==> config.mk <==
export PLATFORM = sky130hd
export DESIGN_NAME = host_stream_driver_flat
export DESIGN_NICKNAME = d
export VERILOG_FILES = /design/src/rtl/host_stream_driver_if.sv /design/src/rtl/host_stream_driver.sv /design/src/flat_wrapper.sv
export SDC_FILE = /design/constraint.sdc
export NUM_CORES = 1
export LEC_CHECK = 0
export CAP_MARGIN = 10
export CORE_ASPECT_RATIO = 0.75
export CORE_UTILIZATION = 35
export DETAILED_ROUTE_END_ITERATION = 6
export PLACE_DENSITY = 0.54
export SLEW_MARGIN = 20
export SYNTH_ARGS = -nofsm -noshare
export SYNTH_HDL_FRONTEND = slang
export SYNTH_SLANG_ARGS = --single-unit
==> constraint.sdc <==
create_clock -name clk -period 11.55 [get_ports clk]
set_clock_uncertainty 0.1 [all_clocks]
set_input_delay 2.31 -clock clk [delete_from_list [all_inputs] [get_ports clk]]
set_output_delay 2.31 -clock clk [all_outputs]
set_load 0.01 [all_outputs]
==> src/rtl/host_stream_driver_if.sv <==
`default_nettype none
// ============================================================================
// Module   : host_stream_driver_if
// Purpose  : Bundles the device data channel (con_*), the bus-ownership flag
//            and the shared kernel/input memory read port used by
//            host_stream_driver.
// Members  : con_valid, con_ready, con_data, host_drives,
//            mem_rd_en, mem_sel, mem_rd_addr, mem_rd_data
// Modports : master - the stream driver (drives con_*, host_drives, mem read
//                     request; receives con_ready and mem_rd_data)
//            slave  - the device/memory side
// Revision : 1.0 - initial release
// ============================================================================
interface host_stream_driver_if #(
  parameter int DATA_WIDTH = 16,
  parameter int ADDR_W     = 20
);
  logic                  con_valid;
  logic                  con_ready;
  logic [DATA_WIDTH-1:0] con_data;
  logic                  host_drives;
  logic                  mem_rd_en;
  logic                  mem_sel;
  logic [ADDR_W-1:0]     mem_rd_addr;
  logic [DATA_WIDTH-1:0] mem_rd_data;

  modport master (
    output con_valid, con_data, host_drives, mem_rd_en, mem_sel, mem_rd_addr,
    input  con_ready, mem_rd_data
  );

  modport slave (
    input  con_valid, con_data, host_drives, mem_rd_en, mem_sel, mem_rd_addr,
    output con_ready, mem_rd_data
  );
endinterface
`default_nettype wire

==> src/rtl/host_stream_driver.sv <==
`default_nettype none
// ============================================================================
// Module   : host_stream_driver
// Purpose  : Streams kernel and input-feature words from two 1-cycle-latency
//            memories to the convolution device in its fixed burst schedule.
//            Only the first word of a kernel or row-prime burst waits for
//            con_ready; all other words go out on fixed cycles.
// Ports    : clk        - clock
//            arst_n_in  - asynchronous active-low reset
//            start      - begin a run (sampled only while idle)
//            running    - high whenever not idle
//            done       - one-cycle pulse in the last cycle of a run
//            proto_err  - sticky: device not ready on an unhandshaked word
//            bus        - data channel + memory read port (master modport)
// Revision : 1.0 - initial release
// ============================================================================
module host_stream_driver #(
  parameter int K_BURSTS     = 6,
  parameter int K_WORDS      = 12,
  parameter int PRIME_BURSTS = 3,
  parameter int I_WORDS      = 4,
  parameter int X_COUNT      = 64,
  parameter int Y_COUNT      = 64,
  parameter int CH_GROUPS    = 6,
  parameter int DATA_WIDTH   = 16,
  parameter int ADDR_W       = 20
) (
  input  wire logic             clk,
  input  wire logic             arst_n_in,
  input  wire logic             start,
  output logic                  running,
  output logic                  done,
  output logic                  proto_err,
  host_stream_driver_if.master  bus
);

  // Counter widths; a loop of one iteration still gets a 1-bit counter.
  localparam int c_wmax = (K_WORDS > I_WORDS) ? K_WORDS : I_WORDS;
  localparam int c_ww   = (c_wmax > 1)       ? $clog2(c_wmax)       : 1;
  localparam int c_bw   = (K_BURSTS > 1)     ? $clog2(K_BURSTS)     : 1;
  localparam int c_pw   = (PRIME_BURSTS > 1) ? $clog2(PRIME_BURSTS) : 1;
  localparam int c_xw   = (X_COUNT > 1)      ? $clog2(X_COUNT)      : 1;
  localparam int c_yw   = (Y_COUNT > 1)      ? $clog2(Y_COUNT)      : 1;
  localparam int c_gw   = (CH_GROUPS > 1)    ? $clog2(CH_GROUPS)    : 1;

  localparam logic [c_ww-1:0] c_kw_last  = c_ww'(K_WORDS - 1);
  localparam logic [c_ww-1:0] c_iw_last  = c_ww'(I_WORDS - 1);
  localparam logic [c_bw-1:0] c_b_last   = c_bw'(K_BURSTS - 1);
  localparam logic [c_pw-1:0] c_p_last   = c_pw'(PRIME_BURSTS - 1);
  localparam logic [c_xw-1:0] c_x_last   = c_xw'(X_COUNT - 1);
  localparam logic [c_yw-1:0] c_y_last   = c_yw'(Y_COUNT - 1);
  localparam logic [c_gw-1:0] c_grp_last = c_gw'(CH_GROUPS - 1);

  // Address strides. Each input row holds its prime words followed by the
  // compute words of every x position.
  localparam logic [ADDR_W-1:0] c_k_words    = ADDR_W'(K_WORDS);
  localparam logic [ADDR_W-1:0] c_k_grp_step = ADDR_W'(K_BURSTS * K_WORDS);
  localparam logic [ADDR_W-1:0] c_i_words    = ADDR_W'(I_WORDS);
  localparam logic [ADDR_W-1:0] c_row_words  = ADDR_W'(I_WORDS * (PRIME_BURSTS + X_COUNT));
  localparam logic [ADDR_W-1:0] c_comp_base  = ADDR_W'(PRIME_BURSTS * I_WORDS);

  typedef enum logic [3:0] {
    S_IDLE   = 4'd0,
    S_K_HEAD = 4'd1,
    S_K_BODY = 4'd2,
    S_I_HEAD = 4'd3,
    S_I_BODY = 4'd4,
    S_I_GAP  = 4'd5,
    S_C_BODY = 4'd6,
    S_C_GAP1 = 4'd7,
    S_C_GAP2 = 4'd8
  } state_t;

  state_t r_state, w_state_nxt;

  logic [c_gw-1:0] r_grp, w_grp_nxt;
  logic [c_bw-1:0] r_b,   w_b_nxt;
  logic [c_pw-1:0] r_p,   w_p_nxt;
  logic [c_yw-1:0] r_y,   w_y_nxt;
  logic [c_xw-1:0] r_x,   w_x_nxt;
  logic [c_ww-1:0] r_w,   w_w_nxt;

  logic                  w_start;
  logic                  w_rd_en;
  logic                  w_rd_sel;
  logic [ADDR_W-1:0]     w_rd_addr;
  logic [ADDR_W-1:0]     w_kern_addr;
  logic [ADDR_W-1:0]     w_prime_addr;
  logic [ADDR_W-1:0]     w_comp_addr;
  logic                  w_con_valid;
  logic                  w_host_drives;
  logic                  w_body;
  logic                  w_done;
  logic [DATA_WIDTH-1:0] w_con_data;

  logic                  r_rd_pending;
  logic [DATA_WIDTH-1:0] r_data_hold;
  logic                  r_proto_err;

  // A start that coincides with reset must not leak a read onto the bus.
  assign w_start = start & arst_n_in;

  always_ff @(posedge clk or negedge arst_n_in) begin
    if (!arst_n_in) begin
      r_state <= S_IDLE;
      r_grp   <= '0;
      r_b     <= '0;
      r_p     <= '0;
      r_y     <= '0;
      r_x     <= '0;
      r_w     <= '0;
    end else begin
      r_state <= w_state_nxt;
      r_grp   <= w_grp_nxt;
      r_b     <= w_b_nxt;
      r_p     <= w_p_nxt;
      r_y     <= w_y_nxt;
      r_x     <= w_x_nxt;
      r_w     <= w_w_nxt;
    end
  end

  // Next state and counters. The read issued in a cycle always fetches the
  // word that the *next* state/counter values will present.
  always_comb begin
    w_state_nxt   = r_state;
    w_grp_nxt     = r_grp;
    w_b_nxt       = r_b;
    w_p_nxt       = r_p;
    w_y_nxt       = r_y;
    w_x_nxt       = r_x;
    w_w_nxt       = r_w;
    w_rd_en       = 1'b0;
    w_rd_sel      = 1'b0;
    w_con_valid   = 1'b0;
    w_host_drives = 1'b0;
    w_body        = 1'b0;
    w_done        = 1'b0;

    case (r_state)
      S_IDLE: begin
        if (w_start) begin
          w_state_nxt = S_K_HEAD;
          w_rd_en     = 1'b1;
        end
      end

      S_K_HEAD: begin
        w_con_valid   = 1'b1;
        w_host_drives = 1'b1;
        if (bus.con_ready) begin
          w_state_nxt = S_K_BODY;
          w_w_nxt     = c_ww'(1);
          w_rd_en     = 1'b1;
        end
      end

      S_K_BODY: begin
        w_con_valid   = 1'b1;
        w_host_drives = 1'b1;
        w_body        = 1'b1;
        w_rd_en       = 1'b1;
        if (r_w == c_kw_last) begin
          w_w_nxt = '0;
          if (r_b == c_b_last) begin
            // Kernels done: first prime burst of row 0 follows.
            w_b_nxt     = '0;
            w_p_nxt     = '0;
            w_y_nxt     = '0;
            w_state_nxt = S_I_HEAD;
            w_rd_sel    = 1'b1;
          end else begin
            w_b_nxt     = r_b + c_bw'(1);
            w_state_nxt = S_K_HEAD;
          end
        end else begin
          w_w_nxt = r_w + c_ww'(1);
        end
      end

      S_I_HEAD: begin
        w_con_valid   = 1'b1;
        w_host_drives = 1'b1;
        if (bus.con_ready) begin
          w_state_nxt = S_I_BODY;
          w_w_nxt     = c_ww'(1);
          w_rd_en     = 1'b1;
          w_rd_sel    = 1'b1;
        end
      end

      S_I_BODY: begin
        w_con_valid   = 1'b1;
        w_host_drives = 1'b1;
        w_body        = 1'b1;
        if (r_w == c_iw_last) begin
          w_w_nxt     = '0;
          w_state_nxt = S_I_GAP;
        end else begin
          w_w_nxt  = r_w + c_ww'(1);
          w_rd_en  = 1'b1;
          w_rd_sel = 1'b1;
        end
      end

      S_I_GAP: begin
        w_host_drives = 1'b1;
        w_rd_en       = 1'b1;
        w_rd_sel      = 1'b1;
        if (r_p == c_p_last) begin
          w_p_nxt     = '0;
          w_x_nxt     = '0;
          w_state_nxt = S_C_BODY;
        end else begin
          w_p_nxt     = r_p + c_pw'(1);
          w_state_nxt = S_I_HEAD;
        end
      end

      S_C_BODY: begin
        w_con_valid   = 1'b1;
        w_host_drives = 1'b1;
        w_body        = 1'b1;
        if (r_w == c_iw_last) begin
          w_w_nxt     = '0;
          w_state_nxt = S_C_GAP1;
        end else begin
          w_w_nxt  = r_w + c_ww'(1);
          w_rd_en  = 1'b1;
          w_rd_sel = 1'b1;
        end
      end

      // Device drives the shared bus during both gap cycles.
      S_C_GAP1: begin
        w_state_nxt = S_C_GAP2;
      end

      S_C_GAP2: begin
        if (r_x != c_x_last) begin
          w_x_nxt     = r_x + c_xw'(1);
          w_state_nxt = S_C_BODY;
          w_rd_en     = 1'b1;
          w_rd_sel    = 1'b1;
        end else begin
          w_x_nxt = '0;
          if (r_y != c_y_last) begin
            w_y_nxt     = r_y + c_yw'(1);
            w_p_nxt     = '0;
            w_state_nxt = S_I_HEAD;
            w_rd_en     = 1'b1;
            w_rd_sel    = 1'b1;
          end else begin
            w_y_nxt = '0;
            if (r_grp != c_grp_last) begin
              w_grp_nxt   = r_grp + c_gw'(1);
              w_b_nxt     = '0;
              w_state_nxt = S_K_HEAD;
              w_rd_en     = 1'b1;
            end else begin
              w_grp_nxt   = '0;
              w_done      = 1'b1;
              w_state_nxt = S_IDLE;
            end
          end
        end
      end

      default: begin
        w_state_nxt = S_IDLE;
      end
    endcase
  end

  // Read addresses are formed from the next counter values.
  assign w_kern_addr  = ADDR_W'(w_grp_nxt) * c_k_grp_step
                      + ADDR_W'(w_b_nxt) * c_k_words
                      + ADDR_W'(w_w_nxt);
  assign w_prime_addr = ADDR_W'(w_y_nxt) * c_row_words
                      + ADDR_W'(w_p_nxt) * c_i_words
                      + ADDR_W'(w_w_nxt);
  assign w_comp_addr  = ADDR_W'(w_y_nxt) * c_row_words
                      + c_comp_base
                      + ADDR_W'(w_x_nxt) * c_i_words
                      + ADDR_W'(w_w_nxt);

  always_comb begin
    w_rd_addr = w_kern_addr;
    if (w_rd_sel) begin
      w_rd_addr = (w_state_nxt == S_C_BODY) ? w_comp_addr : w_prime_addr;
    end
  end

  // The word on the bus is the memory output right after a read, otherwise
  // the last captured word (keeps a stalled head stable).
  assign w_con_data = r_rd_pending ? bus.mem_rd_data : r_data_hold;

  always_ff @(posedge clk or negedge arst_n_in) begin
    if (!arst_n_in) begin
      r_rd_pending <= 1'b0;
      r_data_hold  <= '0;
      r_proto_err  <= 1'b0;
    end else begin
      r_rd_pending <= w_rd_en;
      r_data_hold  <= w_con_data;
      if (w_body && !bus.con_ready) begin
        r_proto_err <= 1'b1;
      end
    end
  end

  assign running         = (r_state != S_IDLE);
  assign done            = w_done;
  assign proto_err       = r_proto_err;
  assign bus.con_valid   = w_con_valid;
  assign bus.host_drives = w_host_drives;
  assign bus.con_data    = w_con_data;
  assign bus.mem_rd_en   = w_rd_en;
  assign bus.mem_sel     = w_rd_sel;
  assign bus.mem_rd_addr = w_rd_addr;

endmodule
`default_nettype wire

==> src/flat_wrapper.sv <==
// flat-port wrapper written by rule: the top's interface ports become plain ports
module host_stream_driver_flat 
#(
  parameter int K_BURSTS     = 6,
  parameter int K_WORDS      = 12,
  parameter int PRIME_BURSTS = 3,
  parameter int I_WORDS      = 4,
  parameter int X_COUNT      = 64,
  parameter int Y_COUNT      = 64,
  parameter int CH_GROUPS    = 6,
  parameter int DATA_WIDTH   = 16,
  parameter int ADDR_W       = 20
)
  (clk, arst_n_in, start, running, done, proto_err, bus_con_valid, bus_con_data, bus_host_drives, bus_mem_rd_en, bus_mem_sel, bus_mem_rd_addr, bus_con_ready, bus_mem_rd_data);
  host_stream_driver_if #(.DATA_WIDTH(DATA_WIDTH), .ADDR_W(ADDR_W)) bus_i ();
  input  wire logic clk;
  input  wire logic arst_n_in;
  input  wire logic start;
  output logic running;
  output logic done;
  output logic proto_err;
  output wire logic [$bits(bus_i.con_valid)-1:0] bus_con_valid;
  output wire logic [$bits(bus_i.con_data)-1:0] bus_con_data;
  output wire logic [$bits(bus_i.host_drives)-1:0] bus_host_drives;
  output wire logic [$bits(bus_i.mem_rd_en)-1:0] bus_mem_rd_en;
  output wire logic [$bits(bus_i.mem_sel)-1:0] bus_mem_sel;
  output wire logic [$bits(bus_i.mem_rd_addr)-1:0] bus_mem_rd_addr;
  input wire logic [$bits(bus_i.con_ready)-1:0] bus_con_ready;
  input wire logic [$bits(bus_i.mem_rd_data)-1:0] bus_mem_rd_data;
  assign bus_con_valid = bus_i.con_valid;
  assign bus_con_data = bus_i.con_data;
  assign bus_host_drives = bus_i.host_drives;
  assign bus_mem_rd_en = bus_i.mem_rd_en;
  assign bus_mem_sel = bus_i.mem_sel;
  assign bus_mem_rd_addr = bus_i.mem_rd_addr;
  assign bus_i.con_ready = bus_con_ready;
  assign bus_i.mem_rd_data = bus_mem_rd_data;
  host_stream_driver #(.K_BURSTS(K_BURSTS), .K_WORDS(K_WORDS), .PRIME_BURSTS(PRIME_BURSTS), .I_WORDS(I_WORDS), .X_COUNT(X_COUNT), .Y_COUNT(Y_COUNT), .CH_GROUPS(CH_GROUPS), .DATA_WIDTH(DATA_WIDTH), .ADDR_W(ADDR_W)) u_core (.clk(clk), .arst_n_in(arst_n_in), .start(start), .running(running), .done(done), .proto_err(proto_err), .bus(bus_i));
endmodule
# Word-level counts from Yosys, hierarchy flattened
# Index checks and enable logic that the tools add are counted.
dict set report op_classes {
  add_sub_neg 13
  mul 3
  n_eq_ne 16
  muxes 62
  bitwise_logic 1
  n_reduce_logical 10
}
# operator count
set op_table {}
lappend op_table {{20-bit by 4-bit adder with 20-bit output} 3}
lappend op_table {{4-bit two-way mux} 11}
lappend op_table {{20-bit two-way mux} 2}
lappend op_table {{6-bit two-way mux} 6}
lappend op_table {{4-bit case mux with 9 select lines} 1}
lappend op_table {{3-bit two-way mux} 10}
lappend op_table {{6-bit case mux with 2 select lines} 2}
lappend op_table {{20-bit by 8-bit adder with 20-bit output} 1}
lappend op_table {{4-bit by 3-bit == test with 1-bit output (second input constant)} 5}
lappend op_table {{1-bit two-way mux} 18}
lappend op_table {{15-bit by 4-bit adder with 16-bit output} 1}
lappend op_table {{15-bit by 4-bit adder with 16-bit output (second input constant)} 1}
lappend op_table {{16-bit two-way mux} 1}
lappend op_table {{6-bit by 7-bit multiplier with 13-bit output (second input constant)} 1}
lappend op_table {{6-bit by 1-bit adder with 6-bit output (second input constant)} 2}
lappend op_table {{4-bit by 2-bit == test with 1-bit output (second input constant)} 3}
lappend op_table {{2-bit two-way mux} 6}
lappend op_table {{6-bit != test (second input constant)} 2}
lappend op_table {{4-bit case mux with 3 select lines} 1}
lappend op_table {{10-bit by 7-bit adder with 11-bit output} 1}
lappend op_table {{1-bit case mux with 5 select lines} 2}
lappend op_table {{4-bit == test (second input constant)} 2}
lappend op_table {{3-bit by 4-bit multiplier with 7-bit output (second input constant)} 1}
lappend op_table {{3-bit by 1-bit adder with 3-bit output (second input constant)} 2}
lappend op_table {{18 further kinds} 20}
dict set report totals {
  reg_bits 46
  in_bits 20
  out_inout_bits 43
  wordCells 115
}

# Longest topological paths before layout
# Gate-level depths: netlist (run 1).
dict set report depth {
  ltp_word 10
  depth_mapped 25
  ltp_nobuf 24
}

# Worst setup path after synthesis (run 1)
# Ideal clock, no wire load.
dict set report synth_path {
  path_type {flip-flop to output port}
  from {reg u_core.r_state[1]}
  to {out bus_mem_rd_addr[13]}
  arrival_time_ns 5.326
  t_required_ns 9.140
  slack_ns 3.814
  stages_incl_launch_ff 24
  n_path_buf 1
  cell_sequence {dfrtp_1 > buf_2 > nor4b_4 > a31oi_1 > or2_2 > a22o_1 > ha_1 > ha_1 > ha_1 > inv_1 > fa_1 > or2_2 > nor2_1 > nor2_1 > ha_1 > ha_1 > inv_1 > o21bai_1 > a21o_1 > a21o_1 > o31ai_1 > nor3_1 > xor2_1 > a22o_1}
}
dict set report synth_between {
  elab_chain_cells 8
}
# item line_no
set synth_lines {}
lappend synth_lines {{start: declaration} host_stream_driver.sv:74} ;# state_t r_state, w_state_nxt;
lappend synth_lines {{start signal: assignment} host_stream_driver.sv:113} ;# r_state <= w_state_nxt;
lappend synth_lines {{4-bit == test or 4-bit by 2-bit == test with 1-bit output (tied branches)} host_stream_driver.sv:140} ;# case (r_state)
lappend synth_lines {{6-bit case mux with 2 select lines (*)} host_stream_driver.sv:140}
lappend synth_lines {{via u_core.w_y_nxt[1]} host_stream_driver.sv:79} ;# logic [c_yw-1:0] r_y, w_y_nxt;
lappend synth_lines {{6-bit by 7-bit multiplier with 13-bit output (*)} {host_stream_driver.sv:279, host_stream_driver.sv:282}}
lappend synth_lines {{15-bit by 4-bit adder with 16-bit output} host_stream_driver.sv:283} ;# + c_comp_base
lappend synth_lines {{20-bit by 8-bit adder with 20-bit output} host_stream_driver.sv:284} ;# + ADDR_W'(w_x_nxt) * c_i_words
lappend synth_lines {{20-bit by 4-bit adder with 20-bit output} host_stream_driver.sv:285} ;# + ADDR_W'(w_w_nxt);
lappend synth_lines {{20-bit two-way mux (*)} host_stream_driver.sv:290} ;# w_rd_addr = (w_state_nxt == S_C_BODY) ? w_comp_addr : w_prime_addr;
lappend synth_lines {{20-bit two-way mux (*)} host_stream_driver.sv:289} ;# if (w_rd_sel) begin
lappend synth_lines {{end: declaration} flat_wrapper.sv:27} ;# output wire logic [$bits(bus_i.mem_rd_addr)-1:0] bus_mem_rd_addr;
# The timed path passes the listed nets; every way through them passes the cells marked *.

# Worst setup path in the final report (run 1)
dict set report layout_path {
  from {reg u_core.r_x[0]}
  to {out bus_mem_rd_addr[14]}
}
dict set report layout_between {
  elab_chain_cells 9
}
# item line_no
set layout_lines {}
lappend layout_lines {{start: declaration} host_stream_driver.sv:80} ;# logic [c_xw-1:0] r_x, w_x_nxt;
lappend layout_lines {{start signal: assignment} host_stream_driver.sv:118} ;# r_x <= w_x_nxt;
lappend layout_lines {{6-bit != test (*)} host_stream_driver.sv:240} ;# if (r_x != c_x_last) begin
lappend layout_lines {{6-bit two-way mux (*)} host_stream_driver.sv:240}
lappend layout_lines {{6-bit case mux with 2 select lines (*)} host_stream_driver.sv:140}
lappend layout_lines {{via u_core.w_y_nxt[5]} host_stream_driver.sv:79}
lappend layout_lines {{6-bit by 7-bit multiplier with 13-bit output (*)} {host_stream_driver.sv:279, host_stream_driver.sv:282}}
lappend layout_lines {{15-bit by 4-bit adder with 16-bit output} host_stream_driver.sv:283}
lappend layout_lines {{20-bit by 8-bit adder with 20-bit output} host_stream_driver.sv:284}
lappend layout_lines {{20-bit by 4-bit adder with 20-bit output} host_stream_driver.sv:285}
lappend layout_lines {{20-bit two-way mux (*)} host_stream_driver.sv:290}
lappend layout_lines {{20-bit two-way mux (*)} host_stream_driver.sv:289}
# Marks and branches as above.

==> flow_summary_export.csv, run 1 <==
group,metric,value,unit
grt,antenna_found_initial,0,
place,port_buffers,57,
grt,gr-total-overflow,0,
layout,drive_above_1_share,8.117,%
synthesis,synth_fa_ha_area_share,15.91,%
die,ios,63,
synthesis,yosys-mux-area-fraction,6.448,%
synthesis,synth.yosys.seq_area_share,24.31,%
clock_tree,clockRootBuffer,"clkbuf_16",
clock_tree,cts_buffer_depth,2,
grt,grt_pass1_wl,20090,µm
hold_path,hold_path.startpoint,"u_core.proto_err",
layout,layout.cells.most_common,"clkdlybuf4s50_1",
synthesis,ys.flop_type,"dfrtp_1",
sta,clock.fmax,106.7,MHz
synthesis,syn_area_per_cell,8.883,µm²
synthesis,synth_top_family_by_area,"simple AND/OR/NAND/NOR gates",
synthesis,synthArstFlopShare,100.0,%
die,die_x,136.3,µm
clock_tree,clk_latency,0.28,ns
clock_tree,cts_tree,"built",
die,coreArea,13110,µm²
sta,report.final.slew_viol_count,0,
place,hpwl,10110,µm
clock_tree,clock_sink_count,46,
job,maxCapViolations,0,
synthesis,synth-edff-count,0,
detailed_routing,via_count,3982,
worst_setup_path,end_kind,"primary output",
worst_setup_path,crit_type,"flop to primary output",
synthesis,synth_top_area_share,24.31,%
synthesis,yosys.area_share.xor_xnor,11.18,%
synthesis,synth_area,4735,µm²
layout,nFillCells,1296,
detailed_routing,drt_wl_total,12430,µm
power_and_ir_drop,p_leak,2.493,nW
synthesis,synthSimpleGateAreaFrac,19.69,%
clock_tree,clk_pin_slew_worst_paths,0.06,ns
worst_setup_path,cp-startpoint,"u_core.r_x[0]",
layout,n_antenna_cell,0,
power_and_ir_drop,power_density,148.1,nW/µm²
sta,worstMarginPinSlew,0.7719,ns
die,initial_core_util,36.12,%
worst_setup_path,cp.arrival,6.96,ns
place,place_inst,742,
worst_setup_path,required,9.14,ns
layout,final_cells,750,
grt,grt_max_degree,48,
die,core.rowCount,36,
synthesis,postSynthRegisterBits,46,
worst_setup_path,crit_fanout,10,
synthesis,synth_compound_area_share,17.47,%
sta,setup-tns-final,0,ns
detailed_routing,route.detailed.drc,0,
die,die_h,102.7,µm
detailed_routing,drt_first_iter_violations,386,
synthesis,yosys.area.top_type,"dfrtp_1",
clock_tree,htree_levels,2,
clock_tree,hold_buffers,0,
worst_setup_path,r2r-start,"u_core.r_x[0]",
grt,grt_pass1_vias,3801,
layout,final_cell_mix,"clkdlybuf4s50_1 (56), nand2_1 (48), dfrtp_1 (46)",
layout,nets,652,
sta,hold_viol,0,
clock_tree,post_cts_buffers,0,
synthesis,synth_cell_types,75,
worst_setup_path,crit_path_start_kind,"flop",
place,gp_congestion,0.9020,
detailed_routing,wl_per_cell,16.57,µm
synthesis,syn_inst,533,
clock_tree,numCtsBuffers,5,
detailed_routing,drtAntennaViolNets,0,
detailed_routing,drtPass1Iterations,7,
sta,min_period,9.375,ns
layout,areaGrowthSynthToFinish,17.55,%
hold_path,holdCritPathClass,"flop to flop",
synthesis,yosysWarnings,0,
grt,grt_usage,18.47,%
sta,rsz0062_at_grt,"no",
sta,finalCritPeriodShare,81.17,%
sta,setup_viol,0,
outcome,status,"completed",
synthesis,synth_area_leaders,"dfrtp_1 (24%), ha_1 (12%), xnor2_1 (7.0%)",
detailed_routing,via_per_inst,5.309,
power_and_ir_drop,irDropWorstVdd,0.1107,mV
die,design.die.area,14000,µm²
clock_tree,post_cts_resized,0,
sta,slew_headroom,47.99,%
## cell usage after synthesis, types with 16 or more instances
cell type,instances
xnor2_1,38
a21oi_1,26
nand2_1,48
ha_1,45
inv_1,26
mux2_2,19
nand3_1,16
o21ai_0,22
xor2_1,18
dfrtp_1,46
nor2_1,37
## critical path, cell delays in order (launching register included)
cell	delay [ns]
dfrtp_1	0.37
ha_1	0.22
and4_1	0.35
and2_1	0.40
nand4_1	0.17
a21o_1	0.21
a21oi_1	0.22
inv_1	0.13
ha_1	0.25
ha_1	0.19
or2_2	0.29
ha_1	0.29
ha_1	0.46
o211a_1	0.19
a21oi_1	0.12
xnor2_1	0.49
nand3_1	0.42
nor3b_1	0.44
xnor2_1	0.20
nor3_2	0.23
nand3_1	0.15
a221oi_2	0.30
clkdlybuf4s50_1	0.58
## sequential cells by signal, summed over array words and instances, names as in the netlist
signal,count
u_core.proto_err,1
u_core.r_b,3
u_core.r_data_hold,16
u_core.r_grp,3
u_core.r_p,2
u_core.r_rd_pending,1
u_core.r_state,4
u_core.r_w,4
u_core.r_x,6
u_core.r_y,6
## stage by stage
step	util, %	worst slack (ns)	area [µm²]	total power, mW	hold WS, ns
detailed placement	41.33	2.460	5418	0.6845	0.3468
global placement	41.33	2.511	5418	0.6846	0.3406
floorplan	-	3.814	4750	0.4961	0.3932
finish	42.46	2.175	5565	0.8244	0.3617
CTS	42.46	2.308	5565	0.8330	0.3604
global route	42.46	1.779	5565	0.8856	0.3850
## path summary, 6_finish.rpt
kind | end | slack, ns | cells after the start
max | bus_mem_rd_addr[14] | 2.18 | 22
min | u_core.proto_err | 0.36 | 1
max reg2reg | u_core.r_grp[1] | 8.88 | 6
min reg2reg | u_core.proto_err | 0.36 | 1
max in group asynchronous | u_core.r_x[3] | 8.93 | 2
min in group asynchronous | u_core.r_data_hold[2] | 2.01 | 2
## area by class of cell
class                   count  area (µm²)  share of cell area [%]
flip-flops and latches     46        1151                   20.68
inverters                  27       101.3                   1.821
clock buffers               7       142.6                   2.563
well taps                 171       214.0                   3.844
multi-input cells         439        3371                   60.57
repair buffers             59       580.6                   10.43
clock inverters             1       5.005                 0.08993
## metal layers
metal / track usage, % / wire length, µm / vias to the layer above
met2: 24.01 / 4690 / 118
li1: - / - / 1971
met3: 2.999 / 631 / 4
met1: 31.05 / 7049 / 1889
met4: 2.393 / 53 / 0
met5: 0 / 0 / -
## logic make-up after synthesis
group	count (synthesis)
DFF	46
adders and majority gates	55
buffers and inverters	52
xor gates and xnor gates	58
other	1
AOI/OAI and AO/OA	118
muxes	28
and+or+nand+nor	175
## power by group
part | internal (mW) | switching, mW
Combinational | 0.225 | 0.204
Sequential | 0.207 | 0.0455
Clock | 0.0858 | 0.0569
No activity file was read; power rests on OpenSTA's default activity.
==> run 2: changes to the inputs <==
Settings changed: PLACE_DENSITY 0.54 to 0.56.
Clock period 11.55 ns to 8.1 ns, I/O delays scaled along.
==> run 2 against run 1 <==
Non-clock buffer count grew 31. Register-to-register slack got worse by 3.2 ns. Clock-buffer cell count is 2 lower. Flip-flop and latch count unchanged. Sequential power increased by 37%. Combinational power increased by 51%. Die area did not move. Global-route usage about the same. Worst setup slack got worse by 1.9 ns. Final area increased by 6.1%. Clock power grew 43%.
==> flow_summary_export.csv, run 2 (synthesis results as in run 1) <==
group,metric,value,unit
outcome,status,"completed",
die,die_x,136.3,µm
die,ios,63,
place,placed_cell_area,5583,µm²
worst_setup_path,cpLargestDelayFamily,"adder cells",
die,initial_core_util,36.12,%
worst_setup_path,end_kind,"primary output",
clock_tree,numCtsBuffers,5,
detailed_routing,wl_met1,6981,µm
detailed_routing,drt_first_iter_violations,271,
die,core.rowCount,36,
grt,antenna_found_initial,0,
detailed_routing,drtAntennaViolNets,0,
grt,grt_pass1_vias,3917,
place,hpwl,10040,µm
layout,areaGrowthSynthToFinish,24.68,%
worst_setup_path,reg2reg_depth,6,
power_and_ir_drop,seqPwrFrac,28.9,%
layout,final_core_util,45.04,%
layout,top_register,"u_core.r_data_hold",
worst_setup_path,critical-path-slowest-cell,"clkdlybuf4s50_1",
worst_setup_path,critPathMostFrequentCell,"ha_1",
clock_tree,htree_levels,2,
sta,setup_viol,0,
power_and_ir_drop,p_int,0.7483,mW
detailed_routing,route.detailed.drc,0,
layout,final_cell_mix,"clkdlybuf4s50_1 (55), nand2_1 (47), ha_1 (45)",
worst_setup_path,cp.arrival,6.12,ns
detailed_routing,met3_length,547,µm
clock_tree,cts_tree,"built",
detailed_routing,via_count,4041,
detailed_routing,via_per_inst,5.174,
layout,nFillCells,1270,
worst_setup_path,crit_fanout,11,
grt,grt_usage,18.47,%
worst_setup_path,max_stage_delay,0.58,ns
hold_path,min_path_cells,1,
worst_setup_path,crit_path_start_kind,"flop",
power_and_ir_drop,irDropWorstVdd,0.1173,mV
layout,n_antenna_cell,0,
layout,largest_register_ffs,16,
power_and_ir_drop,p_comb_share,54.0,%
sta,slew_headroom,49.78,%
grt,grt_max_degree,48,
worst_setup_path,crit_chain,"buf_4 > nor4b_4 > a31oi_4 > or2_2 > a22o_1 > ha_1 > ha_1 > ha_1 > inv_1 > fa_2 > or2_4 > nor2_2 > nor2_1 > ha_1 > ha_1 > inv_1 > o21bai_1 > a21oi_2 > nor2b_1 > o21ai_2 > nor3_2 > nand3_1 > a221oi_2 > clkdlybuf4s50_1",
clock_tree,clockRootBuffer,"clkbuf_16",
layout,nets,683,
place,dp_slack,-0.002369,ns
power_and_ir_drop,p_clk_share,17.1,%
sta,worstMarginPinSlew,0.7476,ns
worst_setup_path,crit_type,"flop to primary output",
job,maxCapViolations,0,
layout,layout.cells.most_common,"clkdlybuf4s50_1",
sta,min_period,7.838,ns
worst_setup_path,critical_path_buf_inv_count,4,
sta,hold_viol,0,
clock_tree,clock_sink_count,46,
layout,largest_registers,"u_core.r_data_hold (16), u_core.r_x (6), u_core.r_y (6)",
detailed_routing,top_layer_used,"met4",
detailed_routing,wl_per_cell,16.00,µm
die,coreArea,13110,µm²
hold_path,holdCritPathClass,"flop to flop",
power_and_ir_drop,power_density,202.9,nW/µm²
layout,final_area,5903,µm²
detailed_routing,drt_wl_total,12500,µm
sta,clock.fmax,127.6,MHz
detailed_routing,drtPass1Iterations,4,
sta,setup-tns-final,0,ns
grt,gr-total-overflow,0,
power_and_ir_drop,finalPower,1.198,mW
place,port_buffers,57,
grt,grt_pass1_wl,20320,µm
clock_tree,clk_latency,0.30,ns
sta,layout_setup_ws,0.2622,ns
detailed_routing,routed-wl-met2,4891,µm
worst_setup_path,cp_num_cells,24,
sta,finalCritPeriodShare,96.76,%
layout,drive_above_1_share,16.72,%
sta,report.final.slew_viol_count,0,
power_and_ir_drop,p_sw,0.4492,mW
die,design.die.area,14000,µm²
power_and_ir_drop,p_leak,2.679,nW
clock_tree,clk_pin_slew_worst_paths,0.07,ns
worst_setup_path,required,6.38,ns
die,die_h,102.7,µm
place,gp_congestion,0.8544,
power_and_ir_drop,swShare,37.51,%
clock_tree,cts_buffer_depth,2,
[run 2: per-layer routing]
metal,global-route usage (%),up-vias
met5,0,-
met4,3.077,0
met2,24.72,69
met3,2.950,8
met1,30.28,1924
li1,-,2040
[run 2: stage by stage]
step / hold WS (ns) / instances
final: 0.3622 / 781
after global routing: 0.4037 / 781
after CTS: 0.3694 / 776
after detailed placement: 0.3553 / 764
after global placement: 0.3458 / 764
after floorplan: 0.3932 / 537
[run 2: layout make-up]
type	instances	area, µm²	area share [%]
clock inverters	3	21.27	0.3603
clock buffers	5	125.1	2.120
inverters	27	101.3	1.717
well taps	171	214.0	3.624
flip-flops and latches	46	1154	19.54
multi-input cells	439	3468	58.75
repair buffers	90	819.5	13.88
[run 2: worst paths after layout]
| path | slack (ns) | end | start |
|---|---|---|---|
| max | 0.26 | bus_mem_rd_addr[14] | u_core.r_state[2] |
| min | 0.36 | u_core.proto_err | u_core.proto_err |
| max reg2reg | 5.66 | u_core.r_grp[1] | u_core.r_state[2] |
| min reg2reg | 0.36 | u_core.proto_err | u_core.proto_err |
| max in group asynchronous | 6.17 | u_core.r_state[2] | arst_n_in |
| min in group asynchronous | 1.31 | u_core.r_y[5] | arst_n_in |
[run 2: what timing repair did]
| item | 4_1_cts | 5_1_grt |
|---|---|---|
| hold endpoints to repair | 0 | 0 |
| resized for setup | 8 | 25 |
| hold buffers | 0 | 0 |
| setup endpoints to repair | 7 | 7 |
| buffers inserted | 4 | 5 |
| pin swaps | 3 | 4 |
[run 2: power by group through the flow]
| stage | combinational [mW] | clock (mW) | sequential (mW) |
|---|---|---|---|
| global placement | 0.632 | 0 | 0.349 |
| floorplan | 0.383 | 0 | 0.325 |
| CTS | 0.642 | 0.211 | 0.346 |
| global route | 0.712 | 0.220 | 0.355 |
| finish | 0.646 | 0.205 | 0.346 |
| detailed placement | 0.633 | 0 | 0.351 |
==> RTL change 1: new RTL, settings of run 1 <==
Register the output `proto_err` once more, without a reset; this adds one clock of latency there. The other outputs are not delayed to match.
--- a/src/rtl/host_stream_driver.sv
+++ b/src/rtl/host_stream_driver.sv
@@ -311,7 +311,9 @@
 
   assign running         = (r_state != S_IDLE);
   assign done            = w_done;
-  assign proto_err       = r_proto_err;
+  always_ff @(posedge clk) begin
+    proto_err <= r_proto_err;
+  end
   assign bus.con_valid   = w_con_valid;
   assign bus.host_drives = w_host_drives;
   assign bus.con_data    = w_con_data;
Formal check against the unedited RTL: not equivalent (a bounded check fails within 4 cycles, from zero or initial values and one cycle with arst_n_in low).
==> RTL change 1 against run 1 <==
- worst hold slack got worse by 0.081 ns
- total power rose by 6.7%
- routed wire length fell by 1.9%
- sequential cell count rose by 1
- design area barely moved
- worst setup slack got worse by 0.17 ns
- area after synthesis fell by 0.45%
- clock power rose by 17%
- non-clock buffer count rose by 1
- largest power group unchanged
- highest routed layer unchanged
==> RTL change 1: results (changes against run 1) <==
* Worst r2r path cells at 5 (-1)
* Grt total ovfl at 0 (unchanged)
* Vias in the first global route at 3,638 (-4.3%)
* Layout cells sized above 1 at 7.28% (-0.84 points)
* Hold_ws at 0.281 ns (-0.0810 ns)
* Mux cell area share after synthesis at 5.76% (-0.69 points)
* Power Total at 879 uW (+6.7%)
* Dpl cells at 740 (-0.27%)
* Async SR Flop Fraction at 97.9% (-2.1 points)
* Syn Inst Count at 531 (-0.38%)
* Worst hold stages at 0 (-1)
* Tot GR Track Use at 17.9% (-0.60 points)
* Design Area, Final at 5560 sq um (about the same)
* Pre-CTS setup slack at 2.37 ns (-0.0935 ns)
* R2r setup slk at 8.42 ns (-0.46 ns)
* Total leakage power at 2.57 nW (+3.0%)
* Placed cell areas at 5390 sq um (-0.55%)
* Top cells by count, synth: dfrtp_1, ha_1, nor2_1
* Sequential Power at 257 uW (+2%)
* Crit path max fanout at 14 (+4)
* VDD IR max at 0.102 mV (-8.2%)
* Via count at 4,060 (+2.0%)
* Power Clock at 168 uW (+17%)
* Synth Area in Compound Gates at 17.7% (+0.26 points)
* FILL cells at 1,286 (-0.77%)
* Final worst slack at 2.01 ns (-0.170 ns)
* Initial drt markers at 205 (-47%)
* Xor/xnor share of the synthesized area at 10.2% (-0.93 points)
* P_int at 550 uW (+6.1%)
* Status: completed
* Arrival time worst endpoint at 7.13 ns (+0.17 ns)
* Routed wire per std cell at 16.3 um (-1.7%)
* DRC violations left at 0 (unchanged)
* Post-DP HPWL at 9.76 mm (-3.5%)
* Global-route wire length before repair at 19.3 mm (-3.8%)
* NumNets Final at 650 (-0.31%)
* GPL Wtd Cong at 0.858 (-4.9%)
RTL change 1: cell count changes in the layout (fill, tap and decap cells not counted), moves of 5 or more:
cell	delta
o31ai_1	+6
a21o_1	-7
xnor2_1	-9
nand2_1	-12
nor4_1	+5
a21oi_1	+6
and3_1	+5
o21ai_0	+8
RTL change 1: worst max-delay path, stage by stage, from the launching register on:
cell	delay, ns
dfrtp_1	0.53
or4b_1	0.78
nor3_4	0.53
nand2_1	0.13
o21ai_0	0.42
ha_1	0.33
ha_1	0.28
ha_1	0.23
inv_1	0.07
fa_1	0.50
nand3b_1	0.29
a311o_1	0.33
or2_0	0.36
nor4_1	0.58
or3_1	0.19
nand4_1	0.19
and4bb_2	0.31
xnor2_1	0.12
o22ai_1	0.11
clkdlybuf4s50_1	0.56
RTL change 1: final timing paths:
path	start	to
setup / recovery	u_core.r_state[1]	bus_mem_rd_addr[13]
hold / removal	u_core.r_proto_err	u_core.proto_err
setup reg to reg	u_core.r_state[1]	u_core.r_grp[1]
hold reg to reg	u_core.r_proto_err	u_core.proto_err
max in group asynchronous	arst_n_in	u_core.r_y[0]
min in group asynchronous	arst_n_in	u_core.r_data_hold[4]
RTL change 1: per-layer routing:
| metal | share of wire, % | vias up | track usage (%) | routed length [um] |
|---|---|---|---|---|
| met5 | 0 | - | 0 | 0 |
| li1 | - | 2010 | - | - |
| met4 | 1.1 | 0 | 3.85 | 140 |
| met2 | 40 | 77 | 24.0 | 4830 |
| met1 | 56 | 1960 | 29.4 | 6870 |
| met3 | 2.8 | 13 | 2.21 | 344 |
RTL change 1: layout make-up:
cell class                      instances  share of cell area, %
Inverter                               26                   1.75
Clock buffer                            6                   2.50
Timing Repair Buffer                   60                   10.6
Clock inverter                          2                  0.630
Tap cell                              171                   3.85
Sequential cell                        47                   21.1
Multi-Input combinational cell        436                   59.6
==> RTL change 2: new RTL, flow settings as in run 1 <==
Made on the original files. `Y_COUNT` is set to 64 in 2 places; all go to 32.
--- a/src/rtl/host_stream_driver.sv
+++ b/src/rtl/host_stream_driver.sv
@@ -20,7 +20,7 @@
   parameter int PRIME_BURSTS = 3,
   parameter int I_WORDS      = 4,
   parameter int X_COUNT      = 64,
-  parameter int Y_COUNT      = 64,
+  parameter int Y_COUNT      = 32,
   parameter int CH_GROUPS    = 6,
   parameter int DATA_WIDTH   = 16,
   parameter int ADDR_W       = 20
--- a/src/flat_wrapper.sv
+++ b/src/flat_wrapper.sv
@@ -6,7 +6,7 @@
   parameter int PRIME_BURSTS = 3,
   parameter int I_WORDS      = 4,
   parameter int X_COUNT      = 64,
-  parameter int Y_COUNT      = 64,
+  parameter int Y_COUNT      = 32,
   parameter int CH_GROUPS    = 6,
   parameter int DATA_WIDTH   = 16,
   parameter int ADDR_W       = 20
Function: no difference found for any inputs over 10 cycles, from zero or initial values and one cycle with arst_n_in low; that may be too few to reach the edited logic, so the function may still have changed.
==> RTL change 2 against run 1 <==
- routed wire length shrank 7.5%
- worst hold slack gained 0.029 ns
- critical path depth shrank 2
- maximum frequency grew 1.4%
- worst setup slack gained 0.13 ns
- sequential power shrank 2%
- design area shrank 4.4%
- sequential share of layout area grew 0.47 points
- sequential cell count shrank 1
- total power grew 3.8%
- area after synthesis shrank 4.4%
- register-to-register slack gained 0.02 ns
- first-iteration DRC count shrank 27%
==> RTL change 2: results (changes against run 1) <==
* Placed cell areas at 5180 sq um (-4.3%)
* Reg2reg end: u_core.r_y[0]
* Global-route wire length before repair at 18.8 mm (-6.4%)
* Hold Violations, Final at 0 (unchanged)
* Setup Buffers After CTS at 0 (unchanged)
* FILL cells at 1,258 (-2.9%)
* R2R Path Start: u_core.r_y[0]
* Top cells by count, synth: dfrtp_1, nor2_1, nand2_1
* Synth warn at 0 (unchanged)
* Total leakage power at 2.41 nW (-3.3%)
* CTS Buf Count at 5 (unchanged)
* CP max-delay cell: a221oi_1
* Area grow syn2layout at 17.6% (about the same)
* Arrival time worst endpoint at 6.83 ns (-0.13 ns)
* Worst hold stages at 1 (unchanged)
* Worst-path clk slew at 0.06 ns (about the same)
* Max transition margin at 49.1% (+1.1 points)
* Hold wc startpoint: u_core.proto_err
* Largest net degree at the start of global routing at 47 (-2.1%)
* R2r setup slk at 8.90 ns (+0.02 ns)
* Mean Syn Cell Area at 8.64 sq um (-2.7%)
* NumNets Final at 636 (-2.5%)
* Synth area leaders: dfrtp_1, ha_1, xnor2_1, mux2_2, nor2_1
* Routed wire per std cell at 15.7 um (-5.4%)
* Clk_lat worst skew at 0.29 ns
* Clock Root Buffer: clkbuf_16
* Via count at 3,933 (-1.2%)
* Crit path max fanout at 5 (-5)
* Worst min-delay path category: reg2reg
* Vias in the first global route at 3,650 (-4.0%)
* VDD IR max at 0.100 mV (-9.5%)
* Sequential-to-total area share from yosys stat at 24.9% (+0.56 points)
* Synth unique cells at 70 (-6.7%)
* Status: completed
* Worst Hold End: u_core.proto_err
* Tot GR Track Use at 17.6% (-0.88 points)
* Dpl cells at 725 (-2.3%)
* Async SR Flop Fraction at 100% (unchanged)
* N_diodes at 0 (unchanged)
* Slowest cell delay on critical path at 0.59 ns
* Initial drt markers at 283 (-27%)
* Worst r2r path cells at 6 (unchanged)
* Layout cells sized above 1 at 7.94% (-0.18 points)
* Post-CTS sizing at 0 (unchanged)
* First-pass DRT Iterations at 5 (-2)
* Initial antenna violation count at 0 (unchanged)
* GPL Wtd Cong at 0.891 (-1.2%)
* DR vias/cell at 5.37 (+1.1%)
* H-tree Lvls at 2 (unchanged)
* Post-DP HPWL at 9.15 mm (-9.4%)
* CP delay by family, top: compound AO/OA/AOI/OAI gates
* Max clock buf depth at 2 (unchanged)
* Largest regs: u_core.r_data_hold (16), u_core.r_x (6), u_core.r_y (5)
* Port bufs at 57 (unchanged)
## RTL change 2: cell count changes in the layout (fill, tap and decap cells not counted), sizes merged, moves of 5 or more
cell   delta
and3      +7
nor2b     -6
nand2     -5
xnor2     -9
nor2      +8
o21ai     +7
## RTL change 2: logic make-up (layout without fill, tap and decap cells)
family / count (synthesis) / after routing / share of synthesized area (%)
simple gates: 180 / 180 / 21.1
buf+inv: 54 / 93 / 5.61
other cells: 1 / 5 / 0.0828
xor+xnor: 47 / 47 / 9.09
mux: 25 / 25 / 6.03
compound gates: 121 / 121 / 17.8
flops: 45 / 45 / 24.9
fa+ha+maj: 51 / 51 / 15.4
## RTL change 2: worst max-delay path by stage
| stage | startpoint | to | slack [ns] | cells past startpoint |
|---|---|---|---|---|
| 2_1_floorplan | u_core.r_y[0] | bus_mem_rd_addr[13] | 3.84 | 25 |
| 3_3_place_gp | bus_con_ready | bus_mem_rd_addr[13] | 2.56 | 20 |
| 3_5_place_dp | bus_con_ready | bus_mem_rd_addr[13] | 2.34 | 20 |
| 4_1_cts | bus_con_ready | bus_mem_rd_addr[13] | 2.31 | 20 |
| 5_1_grt | bus_con_ready | bus_mem_rd_addr[13] | 1.92 | 20 |
| 6_report | bus_con_ready | bus_mem_rd_addr[13] | 2.31 | 20 |
## RTL change 2: where the power goes
group	total, mW	switching [mW]	internal [mW]
registers	0.246	0.0461	0.200
clock network	0.142	0.0621	0.0796
logic	0.468	0.232	0.236
## RTL change 2: area by class of cell
type | instances | share of cell area, %
Clock buffer | 6 | 2.42
Multi-Input combinational cell | 429 | 59.5
Clock inverter | 2 | 0.188
Timing Repair Buffer | 60 | 11.0
Inverter | 25 | 1.76
Sequential cell | 45 | 21.2
Tap cell | 166 | 3.90
## RTL change 2: stage by stage
step / setup WS, ns / hold slack, ns
floorplan: 3.84 / 0.389
global placement: 2.56 / 0.363
detailed placement: 2.34 / 0.372
CTS: 2.31 / 0.390
global route: 1.92 / 0.406
finish: 2.31 / 0.391
## RTL change 2: per-layer routing
layer  part of all wire (%)  up-vias  GRT usage (%)  wire [um]
li1                       -     1944              -          -
met2                     42       98           26.2       4810
met5                      0        -              0          0
met3                    4.9        2           3.47        567
met4                   0.15        0           2.62         17
met1                     53     1889           26.5       6100
